### src/rtl/nco_tick_ctrl.sv
// -----------------------------------------------------------------------------
// nco_tick_ctrl
//
// Purpose:
//   A numerically controlled oscillator. Each time the 32-bit phase
//   accumulator wraps, the block emits one clock-enable tick. A run can be
//   continuous or can stop after a fixed number of ticks (a burst). The phase
//   increment can be changed at run time through a valid/ready handshake. The
//   new increment takes effect only at a tick boundary, so no period is
//   ever cut short or stretched.
//
// Configuration:
//   NCO_CLKOUT_EN - when defined, clk_out is a registered copy of accumulator
//                   bit 31. When undefined, that register is not built and
//                   clk_out is tied low. Tick behaviour is identical in both
//                   builds.
//
// Ports:
//   clk        in   clock, all logic on the rising edge
//   rst_n      in   asynchronous active-low reset
//   run_req    in   start request (level); accepted in IDLE only
//   stop_req   in   stop request (level); wins over run_req in IDLE
//   inc_in     in   [31:0] new phase increment (fo x 2^32 / fclk)
//   inc_valid  in   increment offered
//   inc_ready  out  no increment pending; transfer when valid && ready
//   burst_len  in   [15:0] ticks per run, 0 = continuous
//   tick       out  one-cycle pulse per accumulator wrap
//   clk_out    out  divided clock (accumulator MSB), or 0 without the macro
//   busy       out  high in RUN and STOPPING
//   done       out  one-cycle pulse together with the final burst tick
//   tick_cnt   out  [15:0] ticks issued in the current run
// -----------------------------------------------------------------------------
module nco_tick_ctrl #(
    parameter logic [31:0] DEFAULT_INC = 32'd6597070
) (
    input  logic        clk,
    input  logic        rst_n,
    input  logic        run_req,
    input  logic        stop_req,
    input  logic [31:0] inc_in,
    input  logic        inc_valid,
    output logic        inc_ready,
    input  logic [15:0] burst_len,
    output logic        tick,
    output logic        clk_out,
    output logic        busy,
    output logic        done,
    output logic [15:0] tick_cnt
);

    typedef enum logic [1:0] {
        S_IDLE     = 2'd0,
        S_RUN      = 2'd1,
        S_STOPPING = 2'd2
    } state_t;

    state_t      state_q, state_d;
    logic [31:0] acc_q, acc_d;
    logic [31:0] inc_active_q, inc_active_d;
    logic [31:0] inc_pend_q, inc_pend_d;
    logic        pend_q, pend_d;
    logic        tick_q, tick_d;
    logic        done_q, done_d;
    logic [15:0] tick_cnt_q, tick_cnt_d;
    logic [15:0] burst_q, burst_d;

    logic [32:0] sum;
    logic        inc_fire;
    logic        burst_hit;
    logic        finish;

    // Bit 32 of the sum is the wrap (carry-out) that produces a tick.
    assign sum       = {1'b0, acc_q} + {1'b0, inc_active_q};
    assign inc_fire  = inc_valid && !pend_q;
    // The carry about to be registered would be the last tick of the burst.
    assign burst_hit = (burst_q != 16'd0) && ((tick_cnt_q + 16'd1) == burst_q);
    // A run ends on the cycle after its final tick. That final tick is either
    // the burst-completing one (done_q is high with it) or the first tick seen
    // while stopping. No further carry may be issued in that cycle, even when
    // the increment is large enough to wrap every cycle.
    assign finish    = tick_q && (done_q || (state_q == S_STOPPING));

    always_comb begin
        state_d      = state_q;
        acc_d        = acc_q;
        inc_active_d = inc_active_q;
        inc_pend_d   = inc_pend_q;
        pend_d       = pend_q;
        tick_d       = 1'b0;
        done_d       = 1'b0;
        tick_cnt_d   = tick_cnt_q;
        burst_d      = burst_q;

        case (state_q)
            S_IDLE: begin
                acc_d = 32'd0;
                if (pend_q) begin
                    inc_active_d = inc_pend_q;
                    pend_d       = 1'b0;
                end
                if (run_req && !stop_req) begin
                    state_d    = S_RUN;
                    burst_d    = burst_len;
                    tick_cnt_d = 16'd0;
                end
            end

            S_RUN, S_STOPPING: begin
                if (finish) begin
                    state_d = S_IDLE;
                    acc_d   = 32'd0;
                end else begin
                    acc_d = sum[31:0];
                    if (sum[32]) begin
                        tick_d     = 1'b1;
                        tick_cnt_d = tick_cnt_q + 16'd1;
                        done_d     = burst_hit;
                        // Swap the increment exactly at the wrap so the next
                        // period is the first one at the new rate.
                        if (pend_q) begin
                            inc_active_d = inc_pend_q;
                            pend_d       = 1'b0;
                        end
                    end
                    if ((state_q == S_RUN) && stop_req) begin
                        state_d = S_STOPPING;
                    end
                end
            end

            default: begin
                state_d = S_IDLE;
                acc_d   = 32'd0;
            end
        endcase

        // pend_q is low whenever a transfer fires, so this never collides with
        // the pending-clear paths above. A zero increment is dropped.
        if (inc_fire && (inc_in != 32'd0)) begin
            pend_d     = 1'b1;
            inc_pend_d = inc_in;
        end
    end

    always_ff @(posedge clk or negedge rst_n) begin
        if (!rst_n) begin
            state_q      <= S_IDLE;
            acc_q        <= 32'd0;
            inc_active_q <= DEFAULT_INC;
            inc_pend_q   <= 32'd0;
            pend_q       <= 1'b0;
            tick_q       <= 1'b0;
            done_q       <= 1'b0;
            tick_cnt_q   <= 16'd0;
            burst_q      <= 16'd0;
        end else begin
            state_q      <= state_d;
            acc_q        <= acc_d;
            inc_active_q <= inc_active_d;
            inc_pend_q   <= inc_pend_d;
            pend_q       <= pend_d;
            tick_q       <= tick_d;
            done_q       <= done_d;
            tick_cnt_q   <= tick_cnt_d;
            burst_q      <= burst_d;
        end
    end

`ifdef NCO_CLKOUT_EN
    logic clk_out_q;

    always_ff @(posedge clk or negedge rst_n) begin
        if (!rst_n) begin
            clk_out_q <= 1'b0;
        end else begin
            clk_out_q <= acc_d[31];
        end
    end

    assign clk_out = clk_out_q;
`else
    assign clk_out = 1'b0;
`endif

    assign inc_ready = !pend_q;
    assign tick      = tick_q;
    assign done      = done_q;
    assign busy      = (state_q != S_IDLE);
    assign tick_cnt  = tick_cnt_q;

endmodule

### config.mk
export PLATFORM = sky130hd
export DESIGN_NAME = nco_tick_ctrl
export DESIGN_NICKNAME = d
export VERILOG_FILES = /design/src/rtl/nco_tick_ctrl.sv
export SDC_FILE = /design/constraint.sdc
export NUM_CORES = 1
export LEC_CHECK = 0
export BUFFER_PORTS_ARGS = -buffer_cell sky130_fd_sc_hd__clkbuf_2
export CORE_MARGIN = 1
export CORE_UTILIZATION = 38
export CTS_CLUSTER_SIZE = 20
export DETAILED_ROUTE_END_ITERATION = 7
export PLACE_DENSITY = 0.59
export SYNTH_ARGS = -nofsm -noshare
export SYNTH_HDL_FRONTEND = slang
export SYNTH_SLANG_ARGS = --single-unit
export TNS_END_PERCENT = 20
### constraint.sdc
create_clock -name clk -period 2.8 [get_ports clk]
set_input_delay 0.28 -clock clk [delete_from_list [all_inputs] [get_ports clk]]
set_output_delay 0.28 -clock clk [all_outputs]
set_load 0.005 [all_outputs]
== After elaboration in Yosys (flattened, before gate mapping) ==
Cells that the tools add are included.
Storage, ports and cells
  bits in registers: 133
  bits of input ports: 53
  output and inout port bits: 21
  logic and storage cells: 65
Cells by class
  add/sub/neg operators: 2
  eq/ne operators: 9
  muxes and demuxes: 24
  reductions and logical operators: 21
Operators by type and width (count)
  32-bit 2-to-1 mux: 5
  32-bit case mux with 2 select lines: 1
  16-bit 2-to-1 mux: 3
  32-bit by 32-bit adder with 33-bit output: 1
  16-bit case mux with 2 select lines: 1
  32-bit nonzero test: 1
  16-bit by 1-bit adder with 16-bit output (second input constant): 1
  16-bit == test: 1
  16-bit nonzero test: 1
  1-bit 2-to-1 mux: 9
  3-bit inequality test (second input constant): 3
  1-bit logical AND: 6
  2-bit 2-to-1 mux: 3
  2-bit inequality test (second input constant): 3
  3-bit AND reduction: 2
  2-bit case mux with 2 select lines: 1
  2-bit AND reduction: 2
  4-bit AND reduction: 1
  2-bit nonzero test: 2
  3-bit nonzero test: 1
  2-bit by 1-bit == test with 1-bit output (second input constant): 1
  2-bit == test (second input constant): 1
  1-bit zero test: 2
  2-bit zero test: 1
  other kinds (3): 3

== Longest topological paths before layout ==
Gate-level depths: netlist of run 1.
  depth after elaboration: 6
  mapped depth: 12
  gate-level depth less buffers: 11

== Least setup slack after synthesis of run 1 ==
Ideal clock, no wire load.
  path type: register to register
  start point: register inc_active_q[1]
  end point: register inc_active_q[4]
  setup time: 0.127 ns
  arrival: 2.700 ns
  data required time: 2.673 ns
  path slack: -0.027 ns
  stages on the path, launching flop included: 12
  buffers on the path: 1
  period minus slack after synthesis: 2.827 ns
  cell sequence: dfstp_2 inv_1 fa_1 nand2b_1 a21oi_1 o221ai_2 a311oi_2 o21ai_2 a21oi_2 o21ai_4 buf_6 mux2_1
Between the ends
  word-level cells in the longest chain between the ends: 3
RTL lines
  start: declaration: line 59  | logic [31:0] inc_active_q, inc_active_d;
  start signal: assignment: line 159  | inc_active_q <= inc_active_d;
  32-bit by 32-bit adder with 33-bit output: line 73  | assign sum = {1'b0, acc_q} + {1'b0, inc_active_q};
  2-bit inequality test (no source line)
  3-bit AND reduction (no source line)
No other way between the ends.
A chain may end at the register's enable or synchronous reset.

== Final worst setup path of run 1 ==
  start point: register inc_active_q[1]
  end point: register tick_cnt_q[15], in the netlist tick_cnt[15]
Between the ends
  word-level cells in the longest chain between the ends: 3
RTL lines
  32-bit by 32-bit adder with 33-bit output: line 73
  2-bit inequality test (no source line)
  4-bit AND reduction (no source line)
  end signal: assignment: line 164  | tick_cnt_q <= tick_cnt_d;
  end: declaration: line 64  | logic [15:0] tick_cnt_q, tick_cnt_d;
No other way between the ends.

==> flow_metrics.py, run 1 <==
metrics = {
    "hold_path": {
        "min_from": "burst_len[12]",
        "worstHoldPathType": "in2reg",
    },
    "power_and_ir_drop": {
        "pwr_density_cell_mw_per_mm2": 1203,
        "vdd_drop_max_mv": 0.5273,
        "combPwrFrac_pct": 49.4,
        "power_frac_seq_pct": 30.5,
        "p_leak_uw": 0.004136,
        "power_uw": 11020,
        "swShare_pct": 37.74,
        "power_frac_clock_pct": 20.1,
        "p_int_uw": 6862,
        "p_switching_uw": 4160,
    },
    "finish": {
        "area_delta_synth_final_pct": 24.94,
        "nets": 897,
        "fin_cells": 1079,
        "n_antenna_cell": 0,
        "drive_above_1_share_pct": 34.92,
    },
    "clocking": {
        "numCtsBuffers": 17,
        "htreeDepth": 4,
        "cts_tree": "built",
        "clk_path_buf_depth": 2,
        "cts_sinks": 133,
        "clockRootBuffer": "clkbuf_16",
        "clk-insertion-delay-late_ns": 0.43,
        "clkTransAtPathRegs_ns": 0.06,
    },
    "critical_path": {
        "end_kind": "register",
        "crit_path_start_kind": "register",
        "critPathMaxStageDelay_ns": 0.54,
        "cpLargestDelayFamily": "compound AO/OA/AOI/OAI gates",
        "critPathBufInv": 3,
        "critPathRequiredTime_ns": 3.10,
        "path_class": "reg2reg",
        "reg2reg_from": "inc_active_q[1]",
        "arrival_ns": 3.13,
        "path_cells": "inv_2 > fa_2 > nand2b_4 > a21oi_4 > o221ai_2 > a311oi_2 > o21ai_2 > buf_4 > a21o_4 > buf_6 > o311ai_4 > nand3_1",
        "cp_max_fo": 7,
        "worstSetupStartpoint": "inc_active_q[1]",
        "worst_path_max_delay_cell": "dfstp_2",
    },
    "global_routing": {
        "antenna_found_initial": 0,
        "grt_pass1_wl_um": 29340,
        "grt_max_degree": 85,
        "grt_pass1_vias": 6010,
        "grt_use_total_pct": 18.92,
        "grt.overflow.total": 0,
    },
    "timing": {
        "rsz0062_at_grt": "true",
        "slew_headroom_pct": 46.09,
        "drv_slew": 0,
        "worst_clock_skew_ns": 0.007574,
        "fmax_mhz": 353.1,
        "hold_ws_ns": 0.08115,
        "setup_ws_ns": -0.03246,
        "finalHoldViolCount": 0,
        "fin_crit_sh_pct": 101.2,
        "finalCriticalPeriod_ns": 2.832,
        "tightest_slew_ns": 0.8086,
        "finalSetupViolCount": 5,
    },
    "route": {
        "wirelength_um": 17500,
        "detail-route-antenna-nets": 0,
        "drt-initial-drc-count": 390,
        "drc": 0,
        "via_per_inst": 5.279,
        "wire_per_inst_um": 16.22,
        "vias": 5696,
        "drt-pass1-iter-count": 5,
    },
    "synthesis": {
        "yosysWarnings": 0,
        "post_synth.cell_area_avg_um2": 10.71,
        "synth_top_area_cell": "dfrtp_1",
        "synthCells": 685,
        "synth_cell_types": 65,
        "synth_area_leaders": "dfrtp_1, mux2_2, ha_1",
        "ys.flop_type": "dfrtp_1",
        "synth_top_area_share_pct": 41.28,
        "synthArstFlopShare_pct": 100.0,
        "synth_edf_count": 0,
        "synth_area_mm2": 0.007336,
        "syn_nets": 776,
        "ys_seq_area_share_pct": 45.57,
        "ys_seq_elements": 133,
    },
    "flow_run": {
        "drv_cap": 0,
    },
    "place": {
        "gp_congestion": 0.8847,
        "dp_hpwl_um": 12520,
        "port_buffers": 72,
        "dp_cells": 1033,
    },
    "floorplan": {
        "die_y_um": 140.9,
        "core_area_mm2": 0.01883,
        "die_w_um": 140.9,
        "num_rows": 50,
        "start_util_pct": 38.96,
        "die-area_mm2": 0.01986,
        "pin_count": 74,
    },
    "status": {
        "violations": "setup timing",
        "status": "finished, violations left",
    },
}
routing by layer:
layer	GRT usage [%]	share of wire (%)	up-vias
met5	0	0	-
met4	8.524	2.1	0
met3	4.823	4.7	22
met2	31.95	50	117
met1	22.75	43	2772
li1	-	-	2785
power by group through the flow:
stage          logic (uW)  registers (uW)  clock network (uW)
3_5_place_dp         5000            3390                   0
4_1_cts              5260            3370                2270
2_1_floorplan        3790            3180                   0
5_1_grt              6070            3460                2360
3_3_place_gp         4870            3360                   0
6_report             5450            3360                2220
worst reg2reg max path, stage by stage, from the launching register on:
cell and delay (ns):
dfstp_2 0.54, inv_2 0.04, fa_2 0.35, nand2b_4 0.16
a21oi_4 0.16, o221ai_2 0.13, a311oi_2 0.29, o21ai_2 0.13
buf_4 0.17, a21o_4 0.25, buf_6 0.15, o311ai_4 0.22
nand3_1 0.11
metrics by stage:
step | worst slack, ns | area [um^2] | util (%) | setup TNS, ns
after detailed placement | -0.2117 | 8234 | 43.73 | -4.216
after global routing | -0.2029 | 9165 | 48.67 | -4.806
after global placement | -0.07674 | 8234 | 43.73 | -0.6271
after CTS | -0.08691 | 8986 | 47.72 | -1.543
final | -0.03246 | 9165 | 48.67 | -0.06016
after floorplan | 0.02223 | 7336 | - | 0
path summary, 6_finish.rpt:
kind / end / slack, ns / cells after the start
worst max-delay path: tick_cnt[15] / -0.03 / 12
worst min-delay path: burst_q[12] / 0.08 / 2
worst max register to register: tick_cnt[15] / -0.03 / 12
worst min register to register: inc_active_q[16] / 0.50 / 1
max in group asynchronous: inc_active_q[21] / 1.60 / 3
min in group asynchronous: inc_pend_q[18] / 0.45 / 2
area by class of cell:
cell class                      instances  area, um^2
Clock inverter                         14       155.1
Sequential cell                       133        3343
Fill cell                            1725        9666
Timing Repair Buffer                  126       875.8
Multi-Input combinational cell        509        3965
Clock buffer                           18       429.2
Inverter                               19       71.32
Tap cell                              260       325.3
synth_stat cells (all sizes together), types with 2 or more instances:
master	n
nor3	24
o211a	2
nor2	43
xor2	21
o21bai	3
and3	7
nand2	31
o311ai	2
a211oi	6
a21o	18
o211ai	5
mux2i	2
nand4	7
o21ai	37
and2	7
o31ai	5
a311oi	3
nor4b	2
a31oi	13
buf	9
xnor2	18
nor3b	11
nand2b	5
ha	37
inv	19
a21oi	46
nor4	14
dfrtp	121
clkbuf	16
mux2	81
a21boi	2
o21a	7
nand3	21
dfstp	12
nor2b	3
a41oi	3
a2111oi	3
or3	5
cells by family (layout without fill, tap and decap cells):
logic type      after synthesis  after routing  share of synthesized area (%)
flops                       133            133                          45.57
compound gates              164            165                          15.03
xor+xnor                     39             39                          4.656
simple gates                183            183                          12.71
buf+inv                      44            177                          2.695
other cells                   1              1                        0.05112
mux                          83             83                          12.71
fa+ha+maj                    38             38                          6.584
registers in the layout (all words and copies together) (netlist names):
signal        cells
burst_q          16
inc_active_q     32
state_q           2
pend_q            1
acc_q            32
tick              1
tick_cnt         16
done              1
inc_pend_q       32
layout by cell type (no fill, tap or decap), drive strengths merged, types with 3 or more instances in the layout:
| cell | instances |
|---|---|
| inv | 21 |
| mux2 | 81 |
| buf | 53 |
| nor2 | 43 |
| xnor2 | 18 |
| and2 | 7 |
| o21a | 7 |
| ha | 37 |
| nand4 | 7 |
| a311oi | 3 |
| clkinv | 8 |
| a31oi | 13 |
| dfstp | 12 |
| nor3b | 11 |
| dfrtp | 121 |
| nand2b | 5 |
| nor2b | 3 |
| o211ai | 5 |
| o21ai | 37 |
| o21bai | 3 |
| o31ai | 5 |
| nand2 | 31 |
| and3 | 7 |
| a21o | 19 |
| nor3 | 24 |
| a211oi | 6 |
| xor2 | 21 |
| or3 | 5 |
| a41oi | 3 |
| nand3 | 21 |
| clkbuf | 90 |
| a21oi | 46 |
| nor4 | 14 |
| a2111oi | 3 |
timing repair:
item | in CTS | in global routing
buffers inserted | 8 | 2
cloned | 2 | 2
hold buffers | 1 | 0
gates resized for setup | 21 | 35
pin swaps | 10 | 17
setup endpoints to repair | 49 | 57
hold endpoints to repair | 73 | 0
(Power assumes the default switching activity.)
==> inputs of run 2 (changes only) <==
--- a/config.mk
+++ b/config.mk
@@ -7,10 +7,11 @@
 export LEC_CHECK = 0
 export BUFFER_PORTS_ARGS = -buffer_cell sky130_fd_sc_hd__clkbuf_2
 export CORE_MARGIN = 1
-export CORE_UTILIZATION = 38
+export CORE_UTILIZATION = 54
+export CTS_BUF_LIST = sky130_fd_sc_hd__clkbuf_4 sky130_fd_sc_hd__clkbuf_8 sky130_fd_sc_hd__clkbuf_16
 export CTS_CLUSTER_SIZE = 20
 export DETAILED_ROUTE_END_ITERATION = 7
-export PLACE_DENSITY = 0.59
+export PLACE_DENSITY = 0.79
 export SYNTH_ARGS = -nofsm -noshare
 export SYNTH_HDL_FRONTEND = slang
 export SYNTH_SLANG_ARGS = --single-unit
==> flow_metrics.py, run 2 (synthesis gave the netlist of run 1 again) <==
metrics = {
    "timing": {
        "finalHoldViolCount": 0,
        "setup_ws_ns": -0.03608,
        "worst_clock_skew_ns": 0.007676,
        "finalSetupViolCount": 19,
        "tightest_slew_ns": 0.9314,
        "slew_headroom_pct": 37.91,
        "fmax_mhz": 352.6,
        "hold_ws_ns": 0.08304,
        "finalCriticalPeriod_ns": 2.836,
        "drv_slew": 0,
        "fin_crit_sh_pct": 101.3,
        "rsz0062_at_grt": "true",
    },
    "global_routing": {
        "antenna_found_initial": 0,
        "grt_pass1_wl_um": 28340,
        "grt_pass1_vias": 6014,
        "grt.overflow.total": 0,
        "grt_use_total_pct": 25.63,
        "grt_max_degree": 59,
    },
    "finish": {
        "drive_above_1_share_pct": 34.93,
        "area_delta_synth_final_pct": 23.26,
        "top_regs": "acc_q x32, inc_active_q x32, inc_pend_q x32",
        "nets": 891,
        "fin_util_pct": 68.28,
        "n_antenna_cell": 0,
        "fillers": 974,
        "final_common_cell": "dfrtp_1",
        "final_cell_area_mm2": 0.009042,
        "mostFrequentLayoutCells": "dfrtp_1, mux2_2, clkbuf_2, nor2_1, a21oi_1",
    },
    "critical_path": {
        "cp_max_fo": 5,
        "reg2reg_from": "inc_active_q[1]",
        "crit_path_start_kind": "register",
        "path_cells": "inv_2 > fa_2 > nand2b_4 > a21oi_4 > o221ai_4 > a311oi_2 > o21ai_2 > a21oi_2 > o21ai_4 > buf_6 > buf_16 > mux2_2",
        "arrival_ns": 3.14,
        "end_kind": "register",
        "worst_path_max_delay_cell": "dfstp_2",
        "path_class": "reg2reg",
        "critPathMaxStageDelay_ns": 0.54,
        "worstSetupStartpoint": "inc_active_q[1]",
        "critPathRequiredTime_ns": 3.11,
        "rrSetupSlack_ns": -0.04,
    },
    "floorplan": {
        "die_w_um": 118.6,
        "die_y_um": 118.6,
        "die-area_mm2": 0.01406,
        "core_area_mm2": 0.01324,
        "start_util_pct": 55.39,
        "pin_count": 74,
        "num_rows": 42,
    },
    "clocking": {
        "clk_path_buf_depth": 2,
        "cts_tree": "built",
        "htreeDepth": 4,
        "clkTransAtPathRegs_ns": 0.06,
        "clk-insertion-delay-late_ns": 0.43,
        "clockRootBuffer": "clkbuf_16",
        "cts_sinks": 133,
        "numCtsBuffers": 17,
    },
    "power_and_ir_drop": {
        "vdd_drop_max_mv": 0.6472,
        "power_uw": 11180,
        "pwr_density_cell_mw_per_mm2": 1236,
        "p_leak_uw": 0.004116,
    },
    "hold_path": {
        "worstHoldPathType": "in2reg",
        "min_from": "burst_len[11]",
    },
    "route": {
        "detail-route-antenna-nets": 0,
        "vias": 5949,
        "wirelength_um": 17460,
        "drt-initial-drc-count": 367,
        "drt-pass1-iter-count": 5,
        "drc": 0,
        "via_per_inst": 6.015,
        "wire_per_inst_um": 17.66,
    },
    "place": {
        "dp_hpwl_um": 11790,
        "placedInstanceArea_mm2": 0.008088,
        "gp_congestion": 0.9056,
        "port_buffers": 72,
    },
    "status": {
        "status": "finished, violations left",
        "violations": "setup timing",
    },
    "flow_run": {
        "drv_cap": 0,
    },
}
==> run 2: final cells by class <==
class | instances | area [um^2] | share of cell area, %
Clock buffer | 28 | 539.3 | 5.964
Timing Repair Buffer | 120 | 803.3 | 8.883
Tap cell | 176 | 220.2 | 2.435
Sequential cell | 133 | 3343 | 36.97
Clock inverter | 4 | 70.07 | 0.7749
Inverter | 19 | 71.32 | 0.7887
Multi-Input combinational cell | 509 | 3995 | 44.18
==> run 2: through the flow <==
step                      cells  setup TNS [ns]  worst slack (ns)
after global routing        989          -5.460           -0.1796
after CTS                   985         -0.3619          -0.02839
after floorplan             685               0           0.02223
final                       989         -0.3815          -0.03608
after detailed placement    944          -1.958           -0.1264
after global placement      944        -0.09743          -0.02783
==> run 2: timing repair <==
item,4_1_cts,5_1_grt
gates resized for setup,16,40
hold buffers,1,0
cloned,2,1
setup buffers,6,4
pin swaps,11,11
hold endpoints to repair,36,0
endpoints found under the setup margin,49,57
==> run 2: path summary, 6_finish.rpt <==
| path | end | cells after the start |
|---|---|---|
| min reg2reg | inc_active_q[26] | 1 |
| min | burst_q[11] | 2 |
| min in group asynchronous | acc_q[22] | 2 |
| max | inc_active_q[20] | 12 |
| max reg2reg | inc_active_q[20] | 12 |
| max in group asynchronous | inc_active_q[3] | 3 |
==> run 2: worst max-delay path: cells and delay by family, from the launching register on <==
family | cells | cell delay [ns]
AO/OA/AOI/OAI | 6 | 1.08
adder cells (fa/ha/maj) | 1 | 0.35
buffers and inverters | 3 | 0.32
flip-flops | 1 | 0.54
multiplexers | 1 | 0.26
AND/OR/NAND/NOR | 1 | 0.16
==> run 2: power breakdown <==
part           leakage, uW  total (uW)  switching, uW  internal [uW]
clock network     0.000309        2270            789           1480
registers          0.00162        3370            553           2820
logic              0.00218        5530           2880           2650
total              0.00412       11200           4220           6960
==> run 2: per-layer routing <==
layer  track usage [%]  up-vias  share of wire (%)
met5                 0        -                  0
met4             13.53        0                3.1
met3             5.985       47                5.4
met2             43.24      224                 51
met1             30.38     2916                 41
li1                  -     2762                  -
==> inputs of run 3 (changes only) <==
--- a/config.mk
+++ b/config.mk
@@ -5,12 +5,14 @@
 export SDC_FILE = /design/constraint.sdc
 export NUM_CORES = 1
 export LEC_CHECK = 0
+export ABC_AREA = 1
 export BUFFER_PORTS_ARGS = -buffer_cell sky130_fd_sc_hd__clkbuf_2
 export CORE_MARGIN = 1
 export CORE_UTILIZATION = 54
 export CTS_BUF_LIST = sky130_fd_sc_hd__clkbuf_4 sky130_fd_sc_hd__clkbuf_8 sky130_fd_sc_hd__clkbuf_16
 export CTS_CLUSTER_SIZE = 20
 export DETAILED_ROUTE_END_ITERATION = 7
+export HOLD_SLACK_MARGIN = 0.06
 export PLACE_DENSITY = 0.79
 export SYNTH_ARGS = -nofsm -noshare
 export SYNTH_HDL_FRONTEND = slang
==> flow_metrics.py, run 3 <==
metrics = {
    "timing": {
        "finalSetupViolCount": 0,
        "drv_slew": 0,
        "fmax_mhz": 391.5,
        "tightest_slew_ns": 0.7599,
        "finalCriticalPeriod_ns": 2.554,
        "finalHoldViolCount": 0,
        "slew_headroom_pct": 49.20,
        "setup_ws_ns": 0.2459,
        "fin_crit_sh_pct": 91.22,
        "rsz0062_at_grt": "false",
        "timing.setup.tns_ns": 0,
        "worst_clock_skew_ns": 0.006936,
    },
    "floorplan": {
        "start_util_pct": 56.00,
        "pin_count": 74,
        "die-area_mm2": 0.01511,
        "die_w_um": 122.9,
        "die_y_um": 122.9,
        "num_rows": 43,
        "core_area_mm2": 0.01410,
    },
    "route": {
        "detail-route-antenna-nets": 0,
        "via_per_inst": 5.591,
        "drt-initial-drc-count": 705,
        "wirelength_um": 19500,
        "drc": 0,
        "drt-pass1-iter-count": 5,
        "wire_per_inst_um": 14.96,
        "vias": 7291,
    },
    "global_routing": {
        "grt.overflow.total": 0,
        "grt_max_degree": 57,
        "grt_use_met2_pct": 41.71,
        "grtUsageMet1_pct": 43.28,
        "antenna_found_initial": 0,
        "grt_use_total_pct": 28.61,
        "top_usage_layer": "met1",
        "grtUsageMet3_pct": 5.351,
        "grt_pass1_vias": 6747,
        "grt_pass1_wl_um": 33070,
    },
    "flow_run": {
        "drv_cap": 0,
    },
    "synthesis": {
        "synth_area_mm2": 0.007894,
        "syn_nets": 1130,
        "synth_top_area_cell": "dfrtp_1",
        "ys_seq_area_share_pct": 42.35,
        "post_synth.cell_area_avg_um2": 7.598,
        "synth.most_common_cell": "nand2_1",
        "ys_seq_elements": 133,
        "synth_top_area_share_pct": 38.36,
        "yosysWarnings": 0,
        "synthArstFlopShare_pct": 100.0,
        "synthCells": 1039,
        "synth_cell_types": 44,
        "synth_edf_count": 0,
        "synthTopCellsByCount": "nand2_1, dfrtp_1, nor2_1, a21oi_1, inv_1",
        "ys.flop_type": "dfrtp_1",
        "synth_area_leaders": "dfrtp_1, nand2_1, ha_1",
    },
    "clocking": {
        "cts_tree": "built",
        "clockRootBuffer": "clkbuf_16",
        "cts_setup_buffers": 0,
        "clk-insertion-delay-late_ns": 0.42,
        "numCtsBuffers": 17,
        "htreeDepth": 4,
        "cts_sinks": 133,
        "clk_path_buf_depth": 2,
        "clkTransAtPathRegs_ns": 0.06,
    },
    "finish": {
        "area_delta_synth_final_pct": 14.93,
        "nets": 1202,
        "final_common_cell": "nand2_1",
        "top_regs": "acc_q x32, inc_active_q x32, inc_pend_q x32",
        "mostFrequentLayoutCells": "nand2_1, dfrtp_1, nor2_1, a21oi_1, clkbuf_2",
        "fillers": 1178,
        "n_antenna_cell": 0,
        "drive_above_1_share_pct": 13.97,
    },
    "critical_path": {
        "critPathRequiredTime_ns": 3.10,
        "critPathMaxStageDelay_ns": 0.55,
        "worst_path_max_delay_cell": "dfstp_2",
        "cp_max_fo": 32,
        "cp_common_cell": "nand2_2",
        "path_cells": "inv_1 > fa_1 > o21ai_2 > nand2_1 > nand2_2 > nand2_2 > nand2_2 > nand2_2 > nand3_4 > nand3_4 > nand2_1 > nand2_1",
        "arrival_ns": 2.85,
        "end_kind": "register",
        "crit_path_start_kind": "register",
        "path_class": "reg2reg",
    },
    "power_and_ir_drop": {
        "p_leak_uw": 0.004672,
        "pwr_density_cell_mw_per_mm2": 1135,
        "vdd_drop_max_mv": 0.6376,
    },
    "place": {
        "port_buffers": 72,
        "gp_congestion": 0.9508,
        "dp_hpwl_um": 14310,
        "pre_cts_ws_ns": 0.2780,
    },
    "hold_path": {
        "worstHoldPathType": "in2reg",
    },
    "status": {
        "status": "completed",
    },
}
## run 3: timing repair
action	4_1_cts	5_1_grt
gates resized for setup	0	0
hold buffers	1	0
endpoints found under the hold margin	44	0
endpoints found under the setup margin	0	0
## run 3: logic make-up after synthesis
family,synth area share [%]
flops,42.35
other cells,0.04751
mux,1.284
xor+xnor,0.8400
buf+inv,6.277
fa+ha+maj,6.118
compound gates,9.637
simple gates,33.44
## run 3: final timing paths
| kind | from | to | slack (ns) | cells after the start |
|---|---|---|---|---|
| worst min-delay path | burst_len[9] | burst_q[9] | 0.09 | 2 |
| worst min register to register | inc_pend_q[27] | inc_pend_q[27] | 0.47 | 2 |
| worst max-delay path | inc_active_q[1] | inc_active_q[25] | 0.25 | 12 |
| min in group asynchronous | rst_n | acc_q[7] | 0.38 | 2 |
| max in group asynchronous | rst_n | tick_cnt[14] | 1.67 | 3 |
| worst max register to register | inc_active_q[1] | inc_active_q[25] | 0.25 | 12 |
## run 3: metrics by stage
| step | util [%] | instances | cell area [um^2] | total power [uW] | hold WS (ns) |
|---|---|---|---|---|---|
| floorplan | - | 1039 | 7894 | 6662 | -0.01559 |
| finish | 64.36 | 1304 | 9072 | 10290 | 0.08560 |
| global route | 64.36 | 1304 | 9072 | 11110 | 0.07441 |
| detailed placement | 59.62 | 1271 | 8404 | 7736 | 0.2725 |
| CTS | 64.36 | 1304 | 9072 | 10260 | 0.07206 |
| global placement | 59.62 | 1271 | 8404 | 7580 | 0.2676 |
## run 3: power breakdown
group | leakage, uW | internal (uW) | switching (uW)
Combinational | 0.00268 | 1520 | 3010
Sequential | 0.00167 | 2720 | 585
Clock | 0.000320 | 1580 | 870
Total | 0.00467 | 5830 | 4470
## run 3: critical path, delay by kind of cell (launching register included)
| kind | cells | cell delay, ns |
|---|---|---|
| AND/OR/NAND/NOR | 9 | 1.18 |
| adder cells (fa/ha/maj) | 1 | 0.44 |
| buffers and inverters | 1 | 0.06 |
| AO/OA/AOI/OAI | 1 | 0.21 |
| flip-flops | 1 | 0.55 |
## run 3: routing by layer
layer	vias up	routed length, um
li1	3620	-
met1	3382	9430
met2	265	8516
met3	24	1271
met4	0	285
met5	-	0
## run 3: cell type report
cell class	instances	area, um^2	area share (%)
clock buffers	20	466.7	5.144
clock inverters	12	191.4	2.110
inverters	71	266.5	2.938
multi-input cells	799	4058	44.72
flip-flops and latches	133	3343	36.85
well taps	180	225.2	2.482
repair buffers	89	521.8	5.751
